File: src/rtl/gate_alu_pipe.sv
// gate_alu_pipe
//   Two-stage valid/ready pipeline around a bitwise logic unit with an
//   optional accumulator operand.
//   Stage 1 registers the request. Stage 2 computes the result and registers it
//   together with its zero and parity flags.
//
// Ports
//   clk          : clock, rising edge
//   rst          : asynchronous active-high reset
//   i_in_valid   : upstream request valid (i_a, i_b, i_op, i_acc_en)
//   o_in_ready   : request accepted on this edge when i_in_valid is also set
//   i_a, i_b     : operands (i_a is ignored when i_acc_en=1)
//   i_op         : 0 AND, 1 OR, 2 NOT A, 3 NAND, 4 NOR, 5 XOR, 6 XNOR, 7 PASS B
//   i_acc_en     : use the accumulator as operand A and write y back to it
//   o_out_valid  : result valid
//   i_out_ready  : downstream accepts the result
//   o_y          : bitwise result
//   o_zero       : o_y is all zeros
//   o_parity     : XOR-reduction of o_y
//   o_tx_count   : saturating count of completed output handshakes
module gate_alu_pipe #(
  parameter int WIDTH = 8,
  parameter int CNT_W = 16
) (
  input  logic             clk,
  input  logic             rst,
  input  logic             i_in_valid,
  output logic             o_in_ready,
  input  logic [WIDTH-1:0] i_a,
  input  logic [WIDTH-1:0] i_b,
  input  logic [2:0]       i_op,
  input  logic             i_acc_en,
  output logic             o_out_valid,
  input  logic             i_out_ready,
  output logic [WIDTH-1:0] o_y,
  output logic             o_zero,
  output logic             o_parity,
  output logic [CNT_W-1:0] o_tx_count
);

  localparam logic [CNT_W-1:0] CNT_MAX = '1;

  logic             r_s1_v;
  logic [WIDTH-1:0] r_s1_a;
  logic [WIDTH-1:0] r_s1_b;
  logic [2:0]       r_s1_op;
  logic             r_s1_acc;

  logic             r_out_valid;
  logic [WIDTH-1:0] r_y;
  logic             r_zero;
  logic             r_parity;
  logic [WIDTH-1:0] r_acc;
  logic [CNT_W-1:0] r_tx_count;

  logic             w_s2_load;
  logic             w_in_xfer;
  logic             w_out_xfer;
  logic [WIDTH-1:0] w_opa;
  logic [WIDTH-1:0] w_res;

  // Stage 2 takes the stage 1 item whenever its own slot is empty or draining.
  // There is no skid buffer, so stage 1 can only accept while it is empty or
  // is being emptied into stage 2 on this very edge.
  assign w_s2_load  = r_s1_v && (!r_out_valid || i_out_ready);
  assign o_in_ready = !rst && (!r_s1_v || w_s2_load);
  assign w_in_xfer  = i_in_valid && o_in_ready;
  assign w_out_xfer = r_out_valid && i_out_ready;

  // The accumulator is read when stage 2 loads the item, not when stage 1
  // accepts it. Items load in order, so acc_en items chain correctly even
  // when they are back-to-back.
  always_comb begin
    w_opa = r_s1_acc ? r_acc : r_s1_a;
    w_res = '0;
    case (r_s1_op)
      3'd0:    w_res = w_opa & r_s1_b;
      3'd1:    w_res = w_opa | r_s1_b;
      3'd2:    w_res = ~w_opa;
      3'd3:    w_res = ~(w_opa & r_s1_b);
      3'd4:    w_res = ~(w_opa | r_s1_b);
      3'd5:    w_res = w_opa ^ r_s1_b;
      3'd6:    w_res = ~(w_opa ^ r_s1_b);
      default: w_res = r_s1_b;
    endcase
  end

  always_ff @(posedge clk or posedge rst) begin
    if (rst) begin
      r_s1_v   <= 1'b0;
      r_s1_a   <= '0;
      r_s1_b   <= '0;
      r_s1_op  <= '0;
      r_s1_acc <= 1'b0;
    end else if (w_in_xfer) begin
      r_s1_v   <= 1'b1;
      r_s1_a   <= i_a;
      r_s1_b   <= i_b;
      r_s1_op  <= i_op;
      r_s1_acc <= i_acc_en;
    end else if (w_s2_load) begin
      r_s1_v <= 1'b0;
    end
  end

  // A load on the same edge as an output transfer replaces the outgoing
  // result directly, so full-rate streaming has no bubbles. Otherwise the
  // result and its flags hold until the next load.
  always_ff @(posedge clk or posedge rst) begin
    if (rst) begin
      r_out_valid <= 1'b0;
      r_y         <= '0;
      r_zero      <= 1'b0;
      r_parity    <= 1'b0;
      r_acc       <= '0;
    end else if (w_s2_load) begin
      r_out_valid <= 1'b1;
      r_y         <= w_res;
      r_zero      <= (w_res == '0);
      r_parity    <= ^w_res;
      if (r_s1_acc) begin
        r_acc <= w_res;
      end
    end else if (w_out_xfer) begin
      r_out_valid <= 1'b0;
    end
  end

  always_ff @(posedge clk or posedge rst) begin
    if (rst) begin
      r_tx_count <= '0;
    end else if (w_out_xfer && (r_tx_count != CNT_MAX)) begin
      r_tx_count <= r_tx_count + 1'b1;
    end
  end

  assign o_out_valid = r_out_valid;
  assign o_y         = r_y;
  assign o_zero      = r_zero;
  assign o_parity    = r_parity;
  assign o_tx_count  = r_tx_count;

endmodule

File: config.mk
export PLATFORM = sky130hd
export DESIGN_NAME = gate_alu_pipe
export DESIGN_NICKNAME = d
export VERILOG_FILES = /design/src/rtl/gate_alu_pipe.sv
export SDC_FILE = /design/constraint.sdc
export NUM_CORES = 1
export LEC_CHECK = 0
export BUFFER_PORTS_ARGS = -buffer_cell sky130_fd_sc_hd__buf_4
export CORE_ASPECT_RATIO = 0.8
export CORE_UTILIZATION = 57
export DETAILED_ROUTE_END_ITERATION = 12
export GPL_TIMING_DRIVEN = 1
export PLACE_DENSITY = 0.8
export SYNTH_ARGS = -nofsm -noshare
export SYNTH_HDL_FRONTEND = slang
export SYNTH_SLANG_ARGS = --single-unit
export TNS_END_PERCENT = 100
File: constraint.sdc
create_clock -name clk -period 2.9 [get_ports clk]
set_input_delay 0.29 -clock clk [delete_from_list [all_inputs] [get_ports clk]]
set_output_delay 0.29 -clock clk [all_outputs]
set_load 0.005 [all_outputs]
======== Word level (Yosys, flattened, before mapping) ========
Cells that the tools add are included.
operators by class
  add/sub/neg operators ................... 1
  equal/unequal tests ..................... 7
  muxes and demuxes ....................... 6
  bitwise logic cells ..................... 7
  reduce and logical (&&, ||, !) cells .... 16
operators with widths
  cell                                                                   count
  8-bit case mux with 7 select lines                                     1
  8-bit inverter                                                         4
  16-bit by 1-bit adder with 16-bit output, second input constant        1
  16-bit inequality test, second input constant                          1
  3-bit equality test, second input constant                             3
  8-bit AND                                                              1
  8-bit logical NOT                                                      1
  8-bit two-way mux                                                      1
  8-bit bitwise OR                                                       1
  8-bit parity                                                           1
  8-bit XOR                                                              1
  3-bit by 2-bit equality test with 1-bit output, second input constant  2
  1-bit logical AND                                                      5
  1-bit two-way mux                                                      4
  2-bit nonzero test                                                     2
  3-bit by 1-bit equality test with 1-bit output, second input constant  1
  1-bit logical NOT                                                      3
  3-bit logical NOT                                                      1
  1-bit logical OR                                                       2
  2-bit AND reduction                                                    1
word-level totals
  bits in registers ....................... 56
  bits of input ports ..................... 24
  output and inout port bits .............. 28
  logic and storage cells ................. 48

======== Depth between registers and ports, before layout ========
Gate-level depths: netlist (run 1).
  word-level depth ........................ 7
  gate-level depth with buffers ........... 12
  gate-level depth less buffers ........... 11

======== Worst setup path after synthesis (run 1) ========
No wires, ideal clock.
  path kind ............................... register -> register
  start point ............................. register r_s1_acc
  end point ............................... register r_parity (netlist: o_parity)
  setup time .............................. 135 ps
  arrival ................................. 2538 ps
  required time ........................... 2765 ps
  slack ................................... 226 ps
  stages on the path, launching flop included .. 13
  path buffers ............................ 1
  clock period less this slack ............ 2674 ps
  cell sequence ........................... dfrtp_1 buf_2 mux2_2 inv_1 ha_1 or2b_1 a211o_1 a31oi_1 or2_1 ha_1 xnor2_1 xnor2_1 o21ai_0
between the ends
  word-level cells in the longest chain between the ends .. 5
  elaborated cells on any way between the ends .. 10
  those cells by class .................... mux: 2; bitwise: 7; reduce/logical: 1
ends and longest elaborated chain
  element                                  line        text
  start: declaration                       47          logic r_s1_acc;
  start signal: assignment                 100         r_s1_acc <= i_acc_en;
  8-bit two-way mux *                      74          w_opa = r_s1_acc ? r_acc : r_s1_a;
  8-bit XOR, or another cell as far along  82, 83
  8-bit inverter (on tied branches)        83, 80, 81
  8-bit case mux with 7 select lines *     76          case (r_s1_op)
  8-bit parity *                           120         r_parity <= ^w_res;
  end signal: assignment                   120
  end: declaration                         52          logic r_parity;
Every way passes the cells marked *; elsewhere a longest branch is shown, timed or not.
A chain may end at the register's enable or synchronous reset.

======== Worst setup path after layout (run 1) ========
Same ends and word-level chain as after synthesis.

==> results of run 1 <==
==> flip-flops by register name (all words and copies together), names as in the netlist, 3 cells and up <==
signal,count
o_tx_count,16
o_y,8
r_acc,8
r_s1_a,8
r_s1_b,8
r_s1_op,3
==> Yosys cell counts, types with 4 or more instances <==
cell type,n
nand2b_1,10
o21ai_0,15
buf_4,4
a31oi_1,4
buf_2,7
nor2b_1,9
nor2_1,14
dfrtp_1,56
o31ai_1,12
nand3_1,6
mux2_2,30
and3_1,4
nand2_1,27
or2_1,6
xnor2_1,15
o22ai_1,4
ha_1,21
a211o_1,8
inv_1,20
nand4_1,7
==> path summary, 6_finish.rpt <==
kind                          start          to  depth (start not counted)
hold reg to reg            r_acc[7]    r_acc[7]                          2
setup / recovery           r_s1_acc    o_parity                         11
hold / removal              i_op[0]  r_s1_op[0]                          2
min in group asynchronous       rst   r_s1_a[7]                          3
max in group asynchronous       rst    r_s1_acc                          4
setup reg to reg           r_s1_acc    o_parity                         11
==> layout make-up <==
class                      instances  area, um2
clock buffer                       5      68.82
clock inverter                     3      21.27
fill                             432       1562
inverter                          20      75.07
multi-input combinational        232       1846
sequential                        56       1403
tap                               78      97.59
timing repair buffer              64      483.0
==> placed cells by master (no fill, tap or decap), types with 2 or more instances in the layout <==
cell type	n
o21ai_0	14
a21oi_2	2
nor2b_1	9
a32oi_1	2
nand4_1	7
nand2b_1	10
and4_1	2
xnor2_1	14
a211o_1	8
ha_1	21
nor2_1	14
nand2_1	27
mux2_2	24
mux2_4	6
a21oi_1	3
nand3_1	6
a31o_2	2
a31oi_2	3
o31ai_1	12
buf_4	63
o22ai_1	4
o311ai_1	2
o211ai_2	3
or3b_1	3
dfrtp_1	55
o2111ai_1	2
and3_1	4
inv_1	19
clkbuf_8	5
or4bb_1	2
a2bb2oi_1	2
o211ai_1	3
or2_1	6
a221o_1	2
==> critical path: stages (launching register included) <==
cell,delay [ns]
dfrtp_2,0.55
mux2_4,0.35
inv_1,0.06
ha_1,0.15
or4bb_1,0.42
o211ai_2,0.09
a21oi_2,0.07
or2_1,0.24
ha_1,0.30
xnor2_1,0.19
xnor2_1,0.13
o21ai_1,0.07
==> per-stage QoR <==
stage               setup WS [ns]  utilization [%]  hold WS [ns]  total power (uW)  std cells
floorplan                  0.2264                -        0.4405              1975        323
global placement           0.1135            68.76        0.3292              2341        448
detailed placement        0.04007            68.76        0.3386              2410        448
CTS                       0.02047            70.56        0.1955              2851        457
global route             0.002814            71.89        0.1873              3151        458
finish                     0.1601            71.89        0.1969              2939        458
==> cell families after synthesis <==
group | Yosys count | synth area share [%]
xor+xnor | 16 | 4.200
simple gates | 97 | 16.01
buf+inv | 35 | 4.649
flops | 56 | 41.99
compound gates | 66 | 14.55
fa+ha+maj | 21 | 7.874
mux | 32 | 10.72
==> routing by layer <==
layer  wire (um)  global-route usage [%]
met4          80                   7.104
met2        3424                   39.15
met3         273                   4.137
met1        3424                   36.26
met5           0                       0
==> where the power goes <==
group	total, uW	internal, uW	leakage (uW)	switching [uW]
clock network	442	172	0.0000445	270
logic	1330	730	0.00113	600
registers	1170	980	0.000698	188
==> timing repair <==
action,in CTS,in global routing
gates resized for setup,0,15
hold buffers,1,0
endpoints found under the hold margin,9,0
setup buffers,0,1
endpoints found under the setup margin,0,1
==> summary.txt, run 1 <==
Detailed routing
  – Via density: 5.801
  – DRC violations left: 0
  – Drt pass-1 iters: 4
  – 1st-iter DRT viols: 115
  – Routed Antenna Nets: 0
  – Final wirelength: 7203 um
  – DR vias: 2,657
  – Per-cell routed wire length: 15.73 um

Floorplan
  – Initial Util: 60.07%
  – Cell Rows: 24
  – I/O Pins: 52
  – Die W: 87.55 um
  – Core ar.: 5555 um2
  – Die Y: 70.44 um
  – Die area: 6166 um2

Worst hold path
  – Worst min path class: in2reg

Setup path
  – Critical path class: reg2reg
  – R2R setup slack: 0.16 ns
  – Worst Path Required: 3.09 ns
  – Worst Path Arrival: 2.93 ns
  – CP endpoint kind: flop
  – Crit-path max FO: 8
  – CP Launch Type: flop

Synthesis
  – Synthesized Nets: 368
  – Register area share after synthesis: 41.99%
  – Syn avg cell area: 10.33 um2
  – Post-synth EDFFs: 0
  – Synth warn: 0
  – Post-Syn Instances: 323
  – Share of the synthesized area in the top cell type: 41.99%
  – Post-synth cell types: 44
  – Largest area contributor in the netlist: dfrtp_1
  – FF+latch count, synth: 56
  – Area contributors post-synth: dfrtp_1 42%, mux2_2 10%, ha_1 7.9%
  – Synth Cell Area: 3337 um2
  – Async S/R FF share, synth: 100.0%
  – Ys flop type: dfrtp_1

Timing
  – Setup tns final: 0 ns
  – Rel. slew slack: 54.58%
  – RSZ-0062 raised after global routing: no
  – Slew @ Worst Pin: 0.6797 ns
  – Setup violations, final: 0
  – Slew Viols, Final: 0
  – Period utilization: 94.48%
  – Fin crit period: 2.740 ns
  – Final Skew: 0.008920 ns
  – Maximum clock frequency: 365.0 MHz
  – Hold Fails Final Rpt: 0

Final layout
  – Area Overhead vs Synth: 19.69%
  – Post-route cell area: 3994 um2
  – Final net count: 424
  – Share of cells above drive strength 1: 31.32%
  – # diodes: 0

Clocking
  – Root buffer cell: clkbuf_8
  – Total clock sinks: 56
  – Worst-skew pair later-pin latency: 0.32 ns
  – Cts bufs inserted: 5
  – CTS tree: done
  – CTS clock-pin slew for the worst setup and hold paths: 0.11 ns
  – H-tree levels: 2
  – Clock tree buffer depth: 2

Global route
  – Largest net degree at the start of global routing: 38
  – Vias in the first global route: 2,492
  – Global-route wire length before repair: 11,940 um
  – Grt ovf: 0
  – Initial antenna violation count: 0
  – Overall routing resource usage: 25.18%

Power and ir drop
  – Maximum VDD drop: 0.3777 mV
  – P_leak: 0.001875 uW
  – Power Dens Cells: 736.0 nW/um2

Placed design
  – Port bufs: 51
  – DPL Wire Length: 5273 um
  – Dpl cell area: 3820 um2
  – Routability-driven placement congestion ratio: 0.7983

Status
  – Run status: completed

Flow run
  – Max cap viols: 0
Power figures use the tool's default switching activity.
==> run 2: changes to the inputs <==
Settings changed: CORE_UTILIZATION 57 to 61, PLACE_DENSITY 0.8 to 0.85.
Clock period 2.9 ns to 3.2 ns, I/O delays scaled along.
==> summary.txt, run 2 (same netlist as run 1, synthesis figures left out) <==
Global route
  – Grt ovf: 0 (unchanged)
  – Vias in the first global route: 2,429 (-2.5%)
  – Initial antenna violation count: 0 (unchanged)
  – Overall routing resource usage: 26.23% (+1.1 points)
  – Largest net degree at the start of global routing: 33 (-13%)
  – Global-route wire length before repair: 11,630 um (-2.7%)

Timing
  – Slew Viols, Final: 0 (unchanged)
  – Period utilization: 94.03% (-0.45 points)
  – Slew @ Worst Pin: 0.9064 ns (+0.2267 ns)
  – Setup violations, final: 0 (unchanged)
  – Maximum clock frequency: 332.3 MHz (-8.9%)
  – Fin crit period: 3.009 ns (+0.2691 ns)
  – Setup tns final: 0 ns (unchanged)
  – Hold Fails Final Rpt: 0 (unchanged)
  – Final Skew: 0.008008 ns (-0.0009120 ns)
  – RSZ-0062 raised after global routing: no
  – Rel. slew slack: 39.43% (-15 points)

Placed design
  – Routability-driven placement congestion ratio: 0.8974 (+12%)
  – Port bufs: 51 (unchanged)
  – DPL Wire Length: 5404 um (+2.5%)
  – Placed cells: 425 (-5.1%)

Setup path
  – Crit-path max FO: 10 (+2)
  – CP max-delay cell: dfrtp_1
  – R2R setup slack: 0.19 ns (+0.03 ns)
  – CP bufs+invs: 1 (unchanged)
  – Worst r2r path cells: 11 (unchanged)
  – Worst Path Arrival: 3.20 ns (+0.27 ns)
  – Critical path class: reg2reg
  – Worst Path Required: 3.39 ns (+0.30 ns)
  – R2r endpoint: o_parity
  – CP endpoint kind: flop
  – Top Family by Delay on Critical Path: flip-flops
  – CP Launch Type: flop
  – Worst setup path startpoint: r_s1_acc
  – CP Cell Sequence: mux2_2 -> inv_1 -> ha_1 -> nand2b_1 -> a211o_1 -> a31oi_1 -> or2_1 -> ha_1 -> xnor2_1 -> xnor2_1 -> o21ai_0
  – RR Startpoint: r_s1_acc
  – Worst path max stage delay: 0.64 ns (+0.09 ns)

Detailed routing
  – Routed Antenna Nets: 0 (unchanged)
  – DRC violations left: 0 (unchanged)
  – DR vias: 2,597 (-2.3%)
  – Per-cell routed wire length: 16.44 um (+4.5%)
  – Final wirelength: 7119 um (-1.2%)
  – Via density: 5.998 (+3.4%)
  – Drt pass-1 iters: 6 (+2)
  – 1st-iter DRT viols: 282 (+150%)

Final layout
  – Share of cells above drive strength 1: 28.03% (-3.3 points)
  – # diodes: 0 (unchanged)
  – Final net count: 415 (-2.1%)
  – Commonest non-fill, non-tap cell in the layout: dfrtp_1
  – Final Util: 75.01% (+3.1 points)
  – Area of the multi-input gates: 1780 um2 (-3.5%)
  – Area Overhead vs Synth: 15.15%
  – Most frequent cells in the layout: 56 x dfrtp_1, 55 x buf_4, 30 x mux2_2, 27 x nand2_1, 21 x ha_1
  – Layout Cells excl Fill: 433 (-5.5%)
  – Sequential cell area: 1401 um2 (about the same)
  – Max reg flops: 16 (unchanged)
  – Fill cell count: 369 (-15%)

Clocking
  – H-tree levels: 2 (unchanged)
  – CTS hold repair buffers: 0 (-1)
  – Root buffer cell: clkbuf_8
  – CTS clock-pin slew for the worst setup and hold paths: 0.11 ns (about the same)
  – Worst-skew pair later-pin latency: 0.32 ns (about the same)
  – CTS tree: done
  – Total clock sinks: 56 (unchanged)
  – Clock tree buffer depth: 2 (unchanged)
  – Setup Buffers After CTS: 0 (unchanged)
  – Post_cts resized: 0 (unchanged)
  – Cts bufs inserted: 5 (unchanged)

Floorplan
  – Die Y: 68.16 um (-3.2%)
  – Die W: 84.69 um (-3.3%)
  – Cell Rows: 23 (-4.2%)
  – Initial Util: 65.14% (+5.1 points)
  – Die area: 5772 um2 (-6.4%)
  – Core ar.: 5122 um2 (-7.8%)
  – I/O Pins: 52 (unchanged)

Power and ir drop
  – P_leak: 0.001809 uW (-3.5%)
  – Maximum VDD drop: 0.4149 mV (+9.8%)
  – Power Dens Cells: 663.6 nW/um2 (-9.8%)

Status
  – Run status: completed

Worst hold path
  – Worst min path class: in2async

Flow run
  – Max cap viols: 0 (unchanged)
## run 2: cell count changes in the layout (fill, tap and decap cells not counted), moves of 2 or more
cell | previous run | this run
mux2i_1 | 0 | 2
a31oi_2 | 3 | 0
a31oi_1 | 1 | 4
buf_4 | 63 | 55
mux2_2 | 24 | 30
mux2_4 | 6 | 0
clkinv_4 | 0 | 2
## run 2: per-layer routing
layer	track usage (%)	part of all wire (%)
met4	7.203	1.0
met2	45.22	48
met3	4.101	5.1
met1	35.20	46
met5	0	0
## run 2: area by class of cell
class	instances	area share, %
Multi-Input combinational cell	232	46.34
Sequential cell	56	36.47
Timing Repair Buffer	55	10.75
Tap cell	62	2.019
Inverter	20	1.954
Clock buffer	5	1.791
Clock inverter	3	0.6838
## run 2: through the flow
step | total power [uW] | area, um2 | hold WS, ns | setup slack (ns)
floorplan | 1789 | 3337 | 0.4429 | 0.5264
global placement | 2085 | 3747 | 0.3969 | 0.3346
detailed placement | 2156 | 3747 | 0.4076 | 0.2564
CTS | 2561 | 3842 | 0.05618 | 0.2194
global route | 2735 | 3842 | 0.07160 | 0.01167
finish | 2550 | 3842 | 0.03932 | 0.1910
## run 2: worst max path at each step
| stage | depth (start not counted) | end | slack (ns) |
|---|---|---|---|
| floorplan | 12 | o_parity | 0.53 |
| global placement | 11 | o_parity | 0.33 |
| detailed placement | 11 | o_parity | 0.26 |
| CTS | 11 | o_parity | 0.22 |
| global route | 11 | o_parity | 0.01 |
| finish | 11 | o_parity | 0.19 |
## run 2: worst reg2reg max path, delay by kind of cell (launching register included)
family	cells	cell delay, ns
and+or+nand+nor	2	0.33
xor gates and xnor gates	2	0.33
DFF	1	0.64
muxes	1	0.43
buffers and inverters	1	0.07
adders and majority gates	2	0.45
AOI/OAI and AO/OA	3	0.64
## run 2: power breakdown
group / total [uW] / switching, uW / leakage (uW) / internal (uW)
logic: 1080 / 508 / 0.00106 / 574
registers: 1060 / 178 / 0.000699 / 887
clock network: 404 / 244 / 0.0000487 / 160
total: 2550 / 929 / 0.00181 / 1620
==> run 3: changes to the inputs <==
==> constraint.sdc (replaced) <==
create_clock -name clk -period 3.2 [get_ports clk]
set_input_delay 0.16 -clock clk [delete_from_list [all_inputs] [get_ports clk]]
set_output_delay 0.16 -clock clk [all_outputs]
set_load 0.005 [all_outputs]
==> summary.txt, run 3 (same netlist as run 1, synthesis figures left out) <==
Clocking
  – CTS clock-pin slew for the worst setup and hold paths: 0.11 ns (about the same)
  – H-tree levels: 2 (unchanged)
  – Setup Buffers After CTS: 0 (unchanged)
  – Worst-skew pair later-pin latency: 0.32 ns (about the same)
  – Total clock sinks: 56 (unchanged)
  – Post_cts resized: 0 (unchanged)
  – Root buffer cell: clkbuf_8
  – CTS hold repair buffers: 0 (unchanged)
  – Clock tree buffer depth: 2 (unchanged)
  – Cts bufs inserted: 5 (unchanged)
  – CTS tree: done

Timing
  – Maximum clock frequency: 328.3 MHz (-1.2%)
  – RSZ-0062 raised after global routing: no
  – Period utilization: 95.20% (+1.2 points)
  – Fin crit period: 3.046 ns (+0.03747 ns)
  – Setup violations, final: 0 (unchanged)
  – Setup WS post-layout: 0.1536 ns (-0.03747 ns)
  – Setup tns final: 0 ns (unchanged)
  – Slew @ Worst Pin: 0.8503 ns (-0.05614 ns)
  – Final Skew: 0.009066 ns (+0.001058 ns)
  – WHS: 0.01932 ns (-0.02000 ns)
  – Hold Fails Final Rpt: 0 (unchanged)
  – Rel. slew slack: 43.18% (+3.8 points)
  – Slew Viols, Final: 0 (unchanged)

Global route
  – Largest net degree at the start of global routing: 40 (+21%)
  – Vias in the first global route: 2,499 (+2.9%)
  – Initial antenna violation count: 0 (unchanged)
  – Grt ovf: 0 (unchanged)
  – Global-route wire length before repair: 11,770 um (+1.2%)
  – Overall routing resource usage: 26.41% (+0.18 points)

Worst hold path
  – Worst min path class: in2async

Setup path
  – Crit-path max FO: 10 (unchanged)
  – R2R setup slack: 0.15 ns (-0.04 ns)
  – CP Launch Type: flop
  – Worst setup path startpoint: r_s1_acc
  – RR Startpoint: r_s1_acc
  – CP endpoint kind: flop
  – Worst Path Arrival: 3.23 ns (+0.03 ns)
  – Worst Path Required: 3.38 ns (about the same)
  – Critical path class: reg2reg
  – R2r endpoint: o_parity
  – Worst r2r path cells: 11 (unchanged)

Final layout
  – Fill cell count: 366 (-0.81%)
  – Area Overhead vs Synth: 15.79%
  – Sequential cell area: 1401 um2 (unchanged)
  – # diodes: 0 (unchanged)
  – Share of cells above drive strength 1: 28.03% (unchanged)
  – Final net count: 415 (unchanged)
  – Layout Cells excl Fill: 433 (unchanged)
  – Commonest non-fill, non-tap cell in the layout: dfrtp_1
  – Area of the multi-input gates: 1780 um2 (unchanged)
  – Most frequent cells in the layout: 56 x dfrtp_1, 55 x buf_4, 30 x mux2_2, 27 x nand2_1, 21 x ha_1
  – Post-route cell area: 3864 um2 (+0.55%)
  – Max reg flops: 16 (unchanged)

Power and ir drop
  – P_leak: 0.001819 uW (+0.53%)
  – Maximum VDD drop: 0.4604 mV (+11%)
  – Power Dens Cells: 674.1 nW/um2 (+1.6%)

Placed design
  – Dpl cell area: 3747 um2 (unchanged)
  – DPL Wire Length: 5152 um (-4.7%)
  – Placed cells: 425 (unchanged)
  – Routability-driven placement congestion ratio: 0.8888 (-0.96%)
  – Port bufs: 51 (unchanged)
  – Place WS: 0.2136 ns (-0.04283 ns)

Detailed routing
  – DR vias: 2,593 (-0.15%)
  – DRC violations left: 0 (unchanged)
  – Routed Antenna Nets: 0 (unchanged)
  – Final wirelength: 7007 um (-1.6%)
  – Via density: 5.988 (-0.15%)
  – 1st-iter DRT viols: 245 (-13%)
  – Drt pass-1 iters: 6 (unchanged)
  – Per-cell routed wire length: 16.18 um (-1.6%)

Floorplan
  – Initial Util: 65.14% (unchanged)
  – I/O Pins: 52 (unchanged)
  – Cell Rows: 23 (unchanged)
  – Core ar.: 5122 um2 (unchanged)
  – Die area: 5772 um2 (unchanged)
  – Die W: 84.69 um (unchanged)
  – Die Y: 68.16 um (unchanged)

Status
  – Run status: completed

Flow run
  – Max cap viols: 0 (unchanged)
[run 3: changes by cell type in the layout (fill, tap and decap cells not counted)]
cell | before | now
bufinv_16 | 0 | 1
inv_6 | 1 | 0
[run 3: how the worst max path moves through the flow]
stage	endpoint	slack, ns	cells past startpoint
final	o_parity	0.15	11
after detailed placement	o_parity	0.21	11
after CTS	o_parity	0.19	11
after global routing	o_parity	0.04	11
after global placement	o_parity	0.33	11
after floorplan	o_parity	0.53	12
[run 3: worst max-delay path: stages (launching register included)]
cell and delay (ns):
dfrtp_1 0.65, mux2_2 0.43, inv_1 0.08, ha_1 0.22, or2b_1 0.23, a211o_1 0.25, a31oi_1 0.26, or2_1 0.15
ha_1 0.23, xnor2_1 0.19, xnor2_1 0.13, o21ai_0 0.09
[run 3: final cells by class]
cell class	instances	share of cell area [%]
Inverter	20	1.943
Sequential cell	56	36.27
Timing Repair Buffer	55	10.69
Multi-Input combinational cell	232	46.08
Tap cell	62	2.008
Clock buffer	5	1.781
Clock inverter	3	1.231
[run 3: per-stage QoR]
step	total power (uW)	utilization [%]
floorplan	1789	-
global placement	2084	73.16
detailed placement	2132	73.16
CTS	2609	75.43
global route	2799	75.43
finish	2605	75.43
[run 3: metal layers]
layer / global-route usage [%] / routed length, um / vias to the layer above / share of wire, %
li1: - / - / 1245 / -
met1: 36.78 / 3317 / 1269 / 47
met2: 43.09 / 3305 / 72 / 47
met3: 4.584 / 316 / 7 / 4.5
met4: 8.051 / 68 / 0 / 0.97
met5: 0 / 0 / - / 0
[run 3: power breakdown]
group          internal [uW]  leakage, uW  total [uW]  switching [uW]
Combinational            567      0.00106        1060             491
Clock                    236    0.0000583         479             243
Sequential               887     0.000699        1070             181
Total                   1690      0.00182        2600             915
